==> src/rtl/apb_pkg.sv <==
// apb_pkg: shared FSM state, request/response types and default widths for apb_master.
package apb_pkg;
    localparam int APB_ADDR_WIDTH_DEF = 32;
    localparam int APB_DATA_WIDTH_DEF = 32;
    localparam int TIMEOUT_CYCLES_DEF = 16;

    typedef enum logic [1:0] {IDLE, SETUP, ACCESS, RESP} apb_master_state_e;

    typedef struct packed {
        logic [APB_ADDR_WIDTH_DEF-1:0] addr;
        logic                          write;
        logic [APB_DATA_WIDTH_DEF-1:0] wdata;
    } apb_req_t;

    typedef struct packed {
        logic [APB_DATA_WIDTH_DEF-1:0] rdata;
        logic                          err;
    } apb_rsp_t;
endpackage

==> src/rtl/apb_master_timeout.sv <==
// apb_master_timeout: counts stalled ACCESS cycles and flags the last one allowed
// (used by apb_master only when APB_MASTER_TIMEOUT_EN is defined).
module apb_master_timeout #(
    parameter int TIMEOUT_CYCLES = 16
) (
    input  logic clk_i,
    input  logic rst_i,
    input  logic clear,
    input  logic step,
    output logic expired
);
    localparam int CW = $clog2(TIMEOUT_CYCLES + 1);

    logic [CW-1:0] cnt;

    always_ff @(posedge clk_i or posedge rst_i) begin
        if (rst_i)
            cnt <= '0;
        else if (clear)
            cnt <= '0;
        else if (step)
            cnt <= cnt + 1'b1;
    end

    assign expired = step && cnt == CW'(TIMEOUT_CYCLES - 1);
endmodule

==> src/rtl/apb_master.sv <==
// apb_master: single-outstanding APB initiator bridging a valid/ready request/response pair.
// Optional ACCESS timeout enabled by defining APB_MASTER_TIMEOUT_EN.
module apb_master
    import apb_pkg::*;
#(
    parameter int APB_ADDR_WIDTH = APB_ADDR_WIDTH_DEF,
    parameter int APB_DATA_WIDTH = APB_DATA_WIDTH_DEF,
    parameter int TIMEOUT_CYCLES = TIMEOUT_CYCLES_DEF
) (
    input  logic                      clk_i,
    input  logic                      rst_i,
    input  logic                      req_valid_i,
    output logic                      req_ready_o,
    input  logic [APB_ADDR_WIDTH-1:0] req_addr_i,
    input  logic                      req_write_i,
    input  logic [APB_DATA_WIDTH-1:0] req_wdata_i,
    output logic                      rsp_valid_o,
    input  logic                      rsp_ready_i,
    output logic [APB_DATA_WIDTH-1:0] rsp_rdata_o,
    output logic                      rsp_err_o,
    output logic                      psel_o,
    output logic [APB_ADDR_WIDTH-1:0] paddr_o,
    output logic                      pwrite_o,
    output logic                      penable_o,
    output logic [APB_DATA_WIDTH-1:0] pwdata_o,
    input  logic [APB_DATA_WIDTH-1:0] prdata_i,
    input  logic                      pready_i,
    input  logic                      pslverr_i
);
    apb_master_state_e state;
    logic              timeout;

`ifdef APB_MASTER_TIMEOUT_EN
    apb_master_timeout #(.TIMEOUT_CYCLES(TIMEOUT_CYCLES)) u_timeout (
        .clk_i   (clk_i),
        .rst_i   (rst_i),
        .clear   (state == SETUP),
        .step    (state == ACCESS && !pready_i),
        .expired (timeout)
    );
`else
    // Without the timeout feature ACCESS never aborts for any legal TIMEOUT_CYCLES.
    assign timeout = TIMEOUT_CYCLES < 1;
`endif

    // Handshake and APB strobes decode straight from the state register.
    assign req_ready_o = state == IDLE;
    assign psel_o      = state == SETUP || state == ACCESS;
    assign penable_o   = state == ACCESS;
    assign rsp_valid_o = state == RESP;

    always_ff @(posedge clk_i or posedge rst_i) begin
        if (rst_i) begin
            state       <= IDLE;
            paddr_o     <= '0;
            pwrite_o    <= 1'b0;
            pwdata_o    <= '0;
            rsp_rdata_o <= '0;
            rsp_err_o   <= 1'b0;
        end else begin
            case (state)
                IDLE: if (req_valid_i) begin
                    paddr_o  <= req_addr_i;
                    pwrite_o <= req_write_i;
                    pwdata_o <= req_wdata_i;
                    state    <= SETUP;
                end
                SETUP: state <= ACCESS;
                ACCESS: if (pready_i) begin
                    rsp_err_o   <= pslverr_i;
                    rsp_rdata_o <= (!pwrite_o && !pslverr_i) ? prdata_i : '0;
                    state       <= RESP;
                end else if (timeout) begin
                    rsp_err_o   <= 1'b1;
                    rsp_rdata_o <= '0;
                    state       <= RESP;
                end
                RESP: if (rsp_ready_i) state <= IDLE;
                default: state <= IDLE;
            endcase
        end
    end
endmodule

==> config.mk <==
export PLATFORM = sky130hd
export DESIGN_NAME = apb_master
export DESIGN_NICKNAME = d
export VERILOG_FILES = /design/src/rtl/apb_pkg.sv /design/src/rtl/apb_master_timeout.sv /design/src/rtl/apb_master.sv
export SDC_FILE = /design/constraint.sdc
export NUM_CORES = 1
export LEC_CHECK = 0
export ABC_AREA = 0
export BUFFER_PORTS_ARGS = -buffer_cell sky130_fd_sc_hd__buf_2
export CAP_MARGIN = 0
export CORE_ASPECT_RATIO = 2
export CORE_MARGIN = 1
export CORE_UTILIZATION = 25
export CTS_CLUSTER_SIZE = 40
export DETAILED_ROUTE_END_ITERATION = 12
export PLACE_DENSITY = 0.61
export SYNTH_ARGS = -nofsm -noshare
export SYNTH_HDL_FRONTEND = slang
export SYNTH_SLANG_ARGS = --single-unit
==> constraint.sdc <==
create_clock -name clk_i -period 4.2 [get_ports clk_i]
set_clock_uncertainty 0.2 [all_clocks]
set_input_delay 0.21 -clock clk_i [delete_from_list [all_inputs] [get_ports clk_i]]
set_output_delay 0.21 -clock clk_i [all_outputs]
set_load 0.05 [all_outputs]
Word level (Yosys, flattened, before mapping)

Index checks and enable logic that the tools add are counted.

Eq/ne operators: 6
Mux-type cells: 5
Reduce and logical (&&, ||, !) cells: 8

Operators by type and width:

| kind               | number |
|---|---|
| $mux 32            | 1 |
| $pmux 2 s4         | 1 |
| $mux 2             | 3 |
| $eq 2x2->1 const B | 2 |
| $ne 2x1->1 const B | 2 |
| $reduce_and 2->1   | 2 |
| $reduce_and 3->1   | 1 |
| $eq 2x1->1 const B | 1 |
| $logic_not 1->1    | 2 |
| $logic_not 2->1    | 1 |
| $ne 2x2->1 const B | 1 |
| $logic_and 1x1->1  | 1 |
| $logic_or 1x1->1   | 1 |

Flip-flop bits (word level): 100
Output and inout bits: 102
Logic and storage cells: 25

Logic depth before layout (Yosys ltp)

Gate-level depths: netlist of run 1.

Depth in word-level cells: 3
Gate-level depth with buffers: 6
Mapped depth without buffers: 5

Worst setup path after synthesis of run 1

Ideal clock, no wire load.

Kind: register -> register
From: register state[0]
To: register rsp_rdata_o[0]
Library setup time: 67 ps
Data arrival time: 1,798 ps
Required time: 3,933 ps
Path slack: 2,135 ps
Stages on the path, launching flop included: 7
Path through: dfrtp_1 inv_1 ha_1 nand2_1 nor3_2 buf_2 a22o_1

Word-level cells in the longest chain between the ends: 2

RTL lines:

| item                              | line             | RTL |
|---|---|---|
| start: declaration                | apb_master.sv:30 | `apb_master_state_e state;` |
| start signal: assignment          | apb_master.sv:54 | `state <= IDLE;` |
| start signal: assignment          | apb_master.sv:66 | `state <= SETUP;` |
| start signal: assignment          | apb_master.sv:68 | `SETUP: state <= ACCESS;` |
| $eq 2x2->1                        | n/a              |  |
| named net penable_o               | apb_master.sv:24 | `output logic penable_o,` |
| $reduce_and 2->1 (no source line) | n/a              |  |
| end signal: assignment            | apb_master.sv:71 | `rsp_rdata_o <= (!pwrite_o && !pslverr_i) ? prdata_i : '0;` |
| end: declaration                  | apb_master.sv:19 | `output logic [APB_DATA_WIDTH-1:0] rsp_rdata_o,` |

The timed path passes the listed nets, and every way through them passes these cells.
A chain may end at the register's enable or synchronous reset.

Final worst setup path of run 1

From: register state[0]
To: register rsp_rdata_o[9]

Word-level cells in the longest chain between the ends: 2

RTL lines:

| item                              | line             | RTL |
|---|---|---|
| $eq 2x2->1                        | apb_master.sv:61 | `case (state)` |
| $reduce_and 2->1 (no source line) | n/a              |  |

No other way between the ends.

==> results of run 1 <==
## cells in the final DEF, fill, tap and decap left out, types with 2 or more instances in the layout
cell / n
dfrtp_1: 100
buf_4: 3
ha_1: 3
inv_1: 5
dlygate4sd3_1: 99
inv_6: 3
clkbuf_16: 9
buf_2: 204
mux2_2: 66
clkinvlp_4: 2
a22o_1: 32
## final timing paths
path	startpoint	endpoint
max in group asynchronous	rst_i	rsp_rdata_o[16]
min reg2reg	paddr_o[24]	paddr_o[24]
max	state[0]	rsp_rdata_o[9]
max reg2reg	state[0]	rsp_rdata_o[9]
min in group asynchronous	rst_i	paddr_o[14]
min	req_valid_i	state[0]
## power breakdown
part           switching (W)  leakage, nW  total (W)  internal (W)
registers           0.000249         1.24    0.00169       0.00144
logic                0.00231         1.75    0.00319      0.000886
clock network       0.000375        0.143   0.000845      0.000469
## registers in the layout, indices dropped and copies added (netlist names)
| signal | flops |
|---|---|
| pwrite_o | 1 |
| state | 2 |
| rsp_rdata_o | 32 |
| rsp_err_o | 1 |
| pwdata_o | 32 |
| paddr_o | 32 |
## routing by layer
layer	track usage (%)	vias up	share of wire (%)
li1	-	1422	-
met1	13.8	1556	35
met2	27.1	139	56
met3	2.56	37	3.9
met4	8.87	0	4.8
met5	0	-	0
## cell usage after synthesis
master | n | share of area (%)
mux2_1 | 1 | 0.30
inv_1 | 6 | 0.61
buf_2 | 10 | 1.4
nor3_2 | 1 | 0.27
nor2_1 | 1 | 0.10
clkbuf_1 | 3 | 0.30
mux2i_1 | 1 | 0.27
a22o_1 | 32 | 7.6
mux2_2 | 66 | 20
dfrtp_1 | 100 | 68
ha_1 | 3 | 1.0
a222oi_1 | 1 | 0.27
nand2_1 | 2 | 0.20
## through the flow
step | std cells | worst slack [ns]
floorplan | 227 | 1.17
global placement | 613 | 2.03
detailed placement | 613 | 1.92
CTS | 728 | 1.91
global route | 729 | 1.68
finish | 729 | 1.91
## timing repair
action | CTS | global route
hold buffers | 99 | 0
endpoints found under the hold margin | 160 | 0
resized for setup | 0 | 0
## cell type report
class	instances	area (um^2)	share of cell area [%]
flip-flops and latches	100	2500	40.2
repair buffers	306	2030	32.6
diodes	1	2.50	0.0402
clock inverters	7	80.1	1.28
multi-input cells	108	1120	18.0
clock buffers	9	225	3.61
well taps	192	240	3.85
inverters	6	25.0	0.402
## cell families (layout without fill, tap and decap cells)
family          after synthesis  in the layout  share of synthesized area [%]
flops                       100            100                           67.6
mux                          68             68                           20.7
compound gates               33             33                           7.85
buf+inv                      19            328                           2.27
simple gates                  4              4                          0.575
fa+ha+maj                     3              3                           1.01
other cells                   0              1                              0
## tightest hold or removal path, delay by kind of cell
family | cells | cell delay [ns]
muxes | 1 | 0.14
AOI/OAI and AO/OA | 1 | 0.09
buffers and inverters | 2 | 0.15
==> impl_metrics.env, run 1 <==
export IMPL_cp_arrival_ns=2.36
export IMPL_numCtsBuffers=9
export IMPL_hold_path_class="in -> reg"
export IMPL_viasPerCell=4.33
export IMPL_worst_pin_slew_ns=1.20
export IMPL_cts_tree="yes"
export IMPL_place_area_um2=4930
export IMPL_first_iter_violations=114
export IMPL_drcViolationCount=0
export IMPL_cp_top_family="simple AND/OR/NAND/NOR gates"
export IMPL_final_area_um2=6230
export IMPL_crit_required_ns=4.27
export IMPL_dr_pass1_iters=6
export IMPL_drive_gt1_share_pct=54.5
export IMPL_wire_per_inst_um=14.9
export IMPL_hold_violations=0
export IMPL_grt_antenna_before_repair=1
export IMPL_ant_nets=0
export IMPL_slew_violations=0
export IMPL_static_leakage_power_nw=3.13
export IMPL_ioPinCount=205
export IMPL_dp_hpwl_mm=7.14
export IMPL_crit_fanout=32
export IMPL_cpMaxStageDelayCell="nor3_4"
export IMPL_r2r_cells=5
export IMPL_slew_headroom_pct=19.8
export IMPL_area_delta_synth_final_pct=68.4
export IMPL_nNetsFinal=637
export IMPL_grt_overflow_total=0
export IMPL_layout_min_cycle_time_ns=2.29
export IMPL_fin_crit_sh_pct=54.4
export IMPL_hold_slack_ns=0.101
export IMPL_synth_net_count=333
export IMPL_clock_sinks=100
export IMPL_start_util_pct=25.6
export IMPL_grt_pass1_vias=3469
export IMPL_die_area_um2=15300
export IMPL_path_class="reg -> reg"
export IMPL_cp_start_kind="flop"
export IMPL_setup_tns_ns=0
export IMPL_drv_cap=0
export IMPL_outcome="finished clean"
export IMPL_finalWeightedCongestion=0.705
export IMPL_syn_avg_cell_area_um2=16.3
export IMPL_ir_drop_v=0.000789
export IMPL_fmax_mhz=438
export IMPL_clock_path_buffers=2
export IMPL_fin_util_pct=43.2
export IMPL_num_vias=3154
export IMPL_path_clk_slew_ns=0.07
export IMPL_track_usage_pct=14.4
export IMPL_grt_pass1_wl_mm=16.7
export IMPL_yosysSeqAreaShare_pct=67.6
export IMPL_synth_cells=227
export IMPL_r2r_slack_ns=1.91
export IMPL_cp_num_buf_inv=1
export IMPL_path_cells="inv_1 > ha_1 > nand2_1 > nor3_4 > a22o_1"
export IMPL_core_um2=14400
export IMPL_synth_cell_type_count=13
export IMPL_htree_levels=3
export IMPL_end_kind="flop"
export IMPL_num_rows=62
export IMPL_holdPathStages=4
export IMPL_ys_ff_latch=100
export IMPL_cts_root_buf="clkbuf_16"
export IMPL_synth_area_um2=3700
export IMPL_finalSetupViolations=0
export IMPL_p_total_w=0.00573
export IMPL_fill_cells=1339
export IMPL_numPortBuffers=204
export IMPL_rsz0062_at_grt="no"
export IMPL_die_h_um=174
export IMPL_postCtsSetupRepairBufs=0
export IMPL_synth_warnings=0
export IMPL_max_stage_delay_ns=0.92
export IMPL_drt_total_wl_mm=10.9
export IMPL_powerDensity_nw_per_um2=919
export IMPL_clkLatencyLatePin_ns=0.34
export IMPL_dieWidth_um=88.0
export IMPL_crit_cells=5
export IMPL_grt_max_degree=66
(Power assumes the default switching activity.)
==> run 2, diff against run 1 <==
--- a/config.mk
+++ b/config.mk
@@ -5,7 +5,7 @@
 export SDC_FILE = /design/constraint.sdc
 export NUM_CORES = 1
 export LEC_CHECK = 0
-export ABC_AREA = 0
+export ABC_AREA = 1
 export BUFFER_PORTS_ARGS = -buffer_cell sky130_fd_sc_hd__buf_2
 export CAP_MARGIN = 0
 export CORE_ASPECT_RATIO = 2
@@ -13,7 +13,7 @@
 export CORE_UTILIZATION = 25
 export CTS_CLUSTER_SIZE = 40
 export DETAILED_ROUTE_END_ITERATION = 12
-export PLACE_DENSITY = 0.61
+export PLACE_DENSITY = 0.6
 export SYNTH_ARGS = -nofsm -noshare
 export SYNTH_HDL_FRONTEND = slang
 export SYNTH_SLANG_ARGS = --single-unit
==> constraint.sdc (replaced) <==
create_clock -name clk_i -period 2.15 [get_ports clk_i]
set_clock_uncertainty 0.2 [all_clocks]
set_input_delay 0.1075 -clock clk_i [delete_from_list [all_inputs] [get_ports clk_i]]
set_output_delay 0.1075 -clock clk_i [all_outputs]
set_load 0.05 [all_outputs]
==> impl_metrics.env, run 2 <==
export IMPL_synthTopCellsByCount="207 x nand2_1, 100 x dfrtp_1, 98 x nand3_1"
export IMPL_top_regs="paddr_o x32, pwdata_o x32, rsp_rdata_o x32"
export IMPL_fin_util_pct=41.8
export IMPL_synth_top_area_share_pct=62.2
export IMPL_diodes=0
export IMPL_synth_top_area_cell="dfrtp_1"
export IMPL_dp_hpwl_mm=8.57
export IMPL_netlist_top_cells_area="dfrtp_1 62%, nand2_1 19%, nand3_1 12%, buf_2 2.1%, buf_4 1.7%"
export IMPL_fmax_mhz=520
export IMPL_num_vias=4153
export IMPL_rsz0062_at_grt="no"
export IMPL_fill_cells=1588
export IMPL_powerDensity_nw_per_um2=1560
export IMPL_drt_total_wl_mm=13.0
export IMPL_grt_pass1_wl_mm=20.7
export IMPL_dr_pass1_iters=6
export IMPL_grt_overflow_total=0
export IMPL_crit_fanout=42
export IMPL_place_area_um2=5290
export IMPL_layout_min_cycle_time_ns=1.92
export IMPL_yosysSeqAreaShare_pct=62.2
export IMPL_slew_violations=0
export IMPL_finalSetupViolations=0
export IMPL_die_area_um2=16600
export IMPL_static_leakage_power_nw=3.71
export IMPL_htree_levels=3
export IMPL_wire_per_inst_um=13.7
export IMPL_mostFrequentLayoutCells="206 x nand2_1, 204 x buf_2, 101 x dlygate4sd3_1"
export IMPL_clock_sinks=100
export IMPL_cts_root_buf="clkbuf_16"
export IMPL_setup_tns_ns=0
export IMPL_area_delta_synth_final_pct=63.8
export IMPL_numPortBuffers=204
export IMPL_nNetsFinal=853
export IMPL_seqCellArea_um2=2500
export IMPL_fin_crit_sh_pct=89.4
export IMPL_grt_pass1_vias=4148
export IMPL_cp_start_kind="flop"
export IMPL_numCtsBuffers=9
export IMPL_track_usage_pct=16.0
export IMPL_cpMaxStageDelayCell="dfrtp_1"
export IMPL_syn_avg_cell_area_um2=8.94
export IMPL_core_um2=15800
export IMPL_drcViolationCount=0
export IMPL_num_rows=65
export IMPL_synth_warnings=0
export IMPL_cts_resized=0
export IMPL_hold_violations=0
export IMPL_max_stage_delay_ns=0.40
export IMPL_drive_gt1_share_pct=31.3
export IMPL_grt_max_degree=58
export IMPL_clock_path_buffers=2
export IMPL_ant_nets=0
export IMPL_slew_headroom_pct=66.9
export IMPL_end_kind="output pin"
export IMPL_synth_cells=450
export IMPL_hold_path_class="in -> reg"
export IMPL_cts_tree="yes"
export IMPL_clkLatencyLatePin_ns=0.35
export IMPL_final_common_cell="nand2_1"
export IMPL_async_flop_share_pct=100
export IMPL_viasPerCell=4.36
export IMPL_cp_arrival_ns=1.61
export IMPL_cp_top_family="buffers and inverters"
export IMPL_synth_edff_count=0
export IMPL_post_synth_top_count_cell="nand2_1"
export IMPL_start_util_pct=25.5
export IMPL_path_cells="inv_1 > ha_2 > buf_12 > buf_2"
export IMPL_ir_drop_v=0.000714
export IMPL_synth_area_um2=4030
export IMPL_synth_cell_type_count=11
export IMPL_path_clk_slew_ns=0.07
export IMPL_final_area_um2=6590
export IMPL_grt_antenna_before_repair=0
export IMPL_finalWeightedCongestion=0.819
export IMPL_multi_input_area_um2=1330
export IMPL_ioPinCount=205
export IMPL_outcome="finished clean"
export IMPL_path_class="reg -> out"
export IMPL_crit_required_ns=1.84
export IMPL_dieWidth_um=91.7
export IMPL_ys_ff_latch=100
export IMPL_synth_net_count=556
export IMPL_synthFlopType="dfrtp_1"
export IMPL_die_h_um=181
export IMPL_worst_pin_slew_ns=0.497
export IMPL_drv_cap=0
export IMPL_first_iter_violations=201
export IMPL_hold_slack_ns=0.0283
export IMPL_cp_num_buf_inv=3
run 2: changes by cell type after synthesis, moves of 7 or more:
cell     delta
a22o_1     -32
buf_4       +9
nand3_1    +98
buf_2       +7
mux2_2     -66
nand2_1   +205
run 2: what timing repair did:
item	4_1_cts	5_1_grt
setup buffers	0	0
hold buffers	101	0
hold endpoints to repair	200	0
run 2: tightest hold or removal path, delay by kind of cell:
kind	cells	cell delay [ns]
buf+inv	1	0.24
simple gates	2	0.18
run 2: power breakdown:
| part | total, W | switching [W] | internal, W | leakage (nW) |
|---|---|---|---|---|
| logic | 0.00563 | 0.00435 | 0.00128 | 2.29 |
| clock network | 0.00161 | 0.000710 | 0.000903 | 0.142 |
| registers | 0.00303 | 0.000384 | 0.00264 | 1.27 |
run 2: cell type report:
class	count	share of cell area, %
flip-flops and latches	100	38.0
repair buffers	316	33.0
multi-input cells	311	20.2
well taps	201	3.82
clock buffers	10	3.47
clock inverters	6	0.987
inverters	9	0.569
run 2: cells by family (layout without fill, tap and decap cells):
kind of cell               after synthesis  count (layout)  share of synthesized area (%)
adders and majority gates                3               3                          0.933
and+or+nand+nor                        308             308                           31.9
buffers and inverters                   39             341                           5.00
DFF                                    100             100                           62.2
run 2: layer usage:
metal | wire, um | global-route usage [%] | up-vias
li1 | - | - | 2021
met1 | 4750 | 16.1 | 1961
met2 | 7190 | 30.3 | 136
met3 | 454 | 2.47 | 35
met4 | 620 | 9.56 | 0
met5 | 0 | 0 | -
run 2: path summary, 6_finish.rpt:
| kind | endpoint | slack [ns] | cells after the start | from |
|---|---|---|---|---|
| worst min register to register | paddr_o[0] | 0.26 | 2 | paddr_o[0] |
| worst max register to register | state[0] | 0.48 | 7 | state[0] |
| worst min-delay path | paddr_o[4] | 0.03 | 3 | req_valid_i |
| worst max-delay path | req_ready_o | 0.23 | 4 | state[0] |
| max in group asynchronous | rsp_rdata_o[27] | 1.25 | 4 | rst_i |
| min in group asynchronous | pwdata_o[27] | 0.20 | 4 | rst_i |
run 2: stage by stage:
stage / power [W] / cells / worst slack (ns)
after global routing: 0.0109 / 953 / 0.143
after detailed placement: 0.00855 / 836 / 0.486
after CTS: 0.0104 / 953 / 0.204
final: 0.0103 / 953 / 0.228
after global placement: 0.00848 / 836 / 0.542
after floorplan: 0.00716 / 450 / 0.285
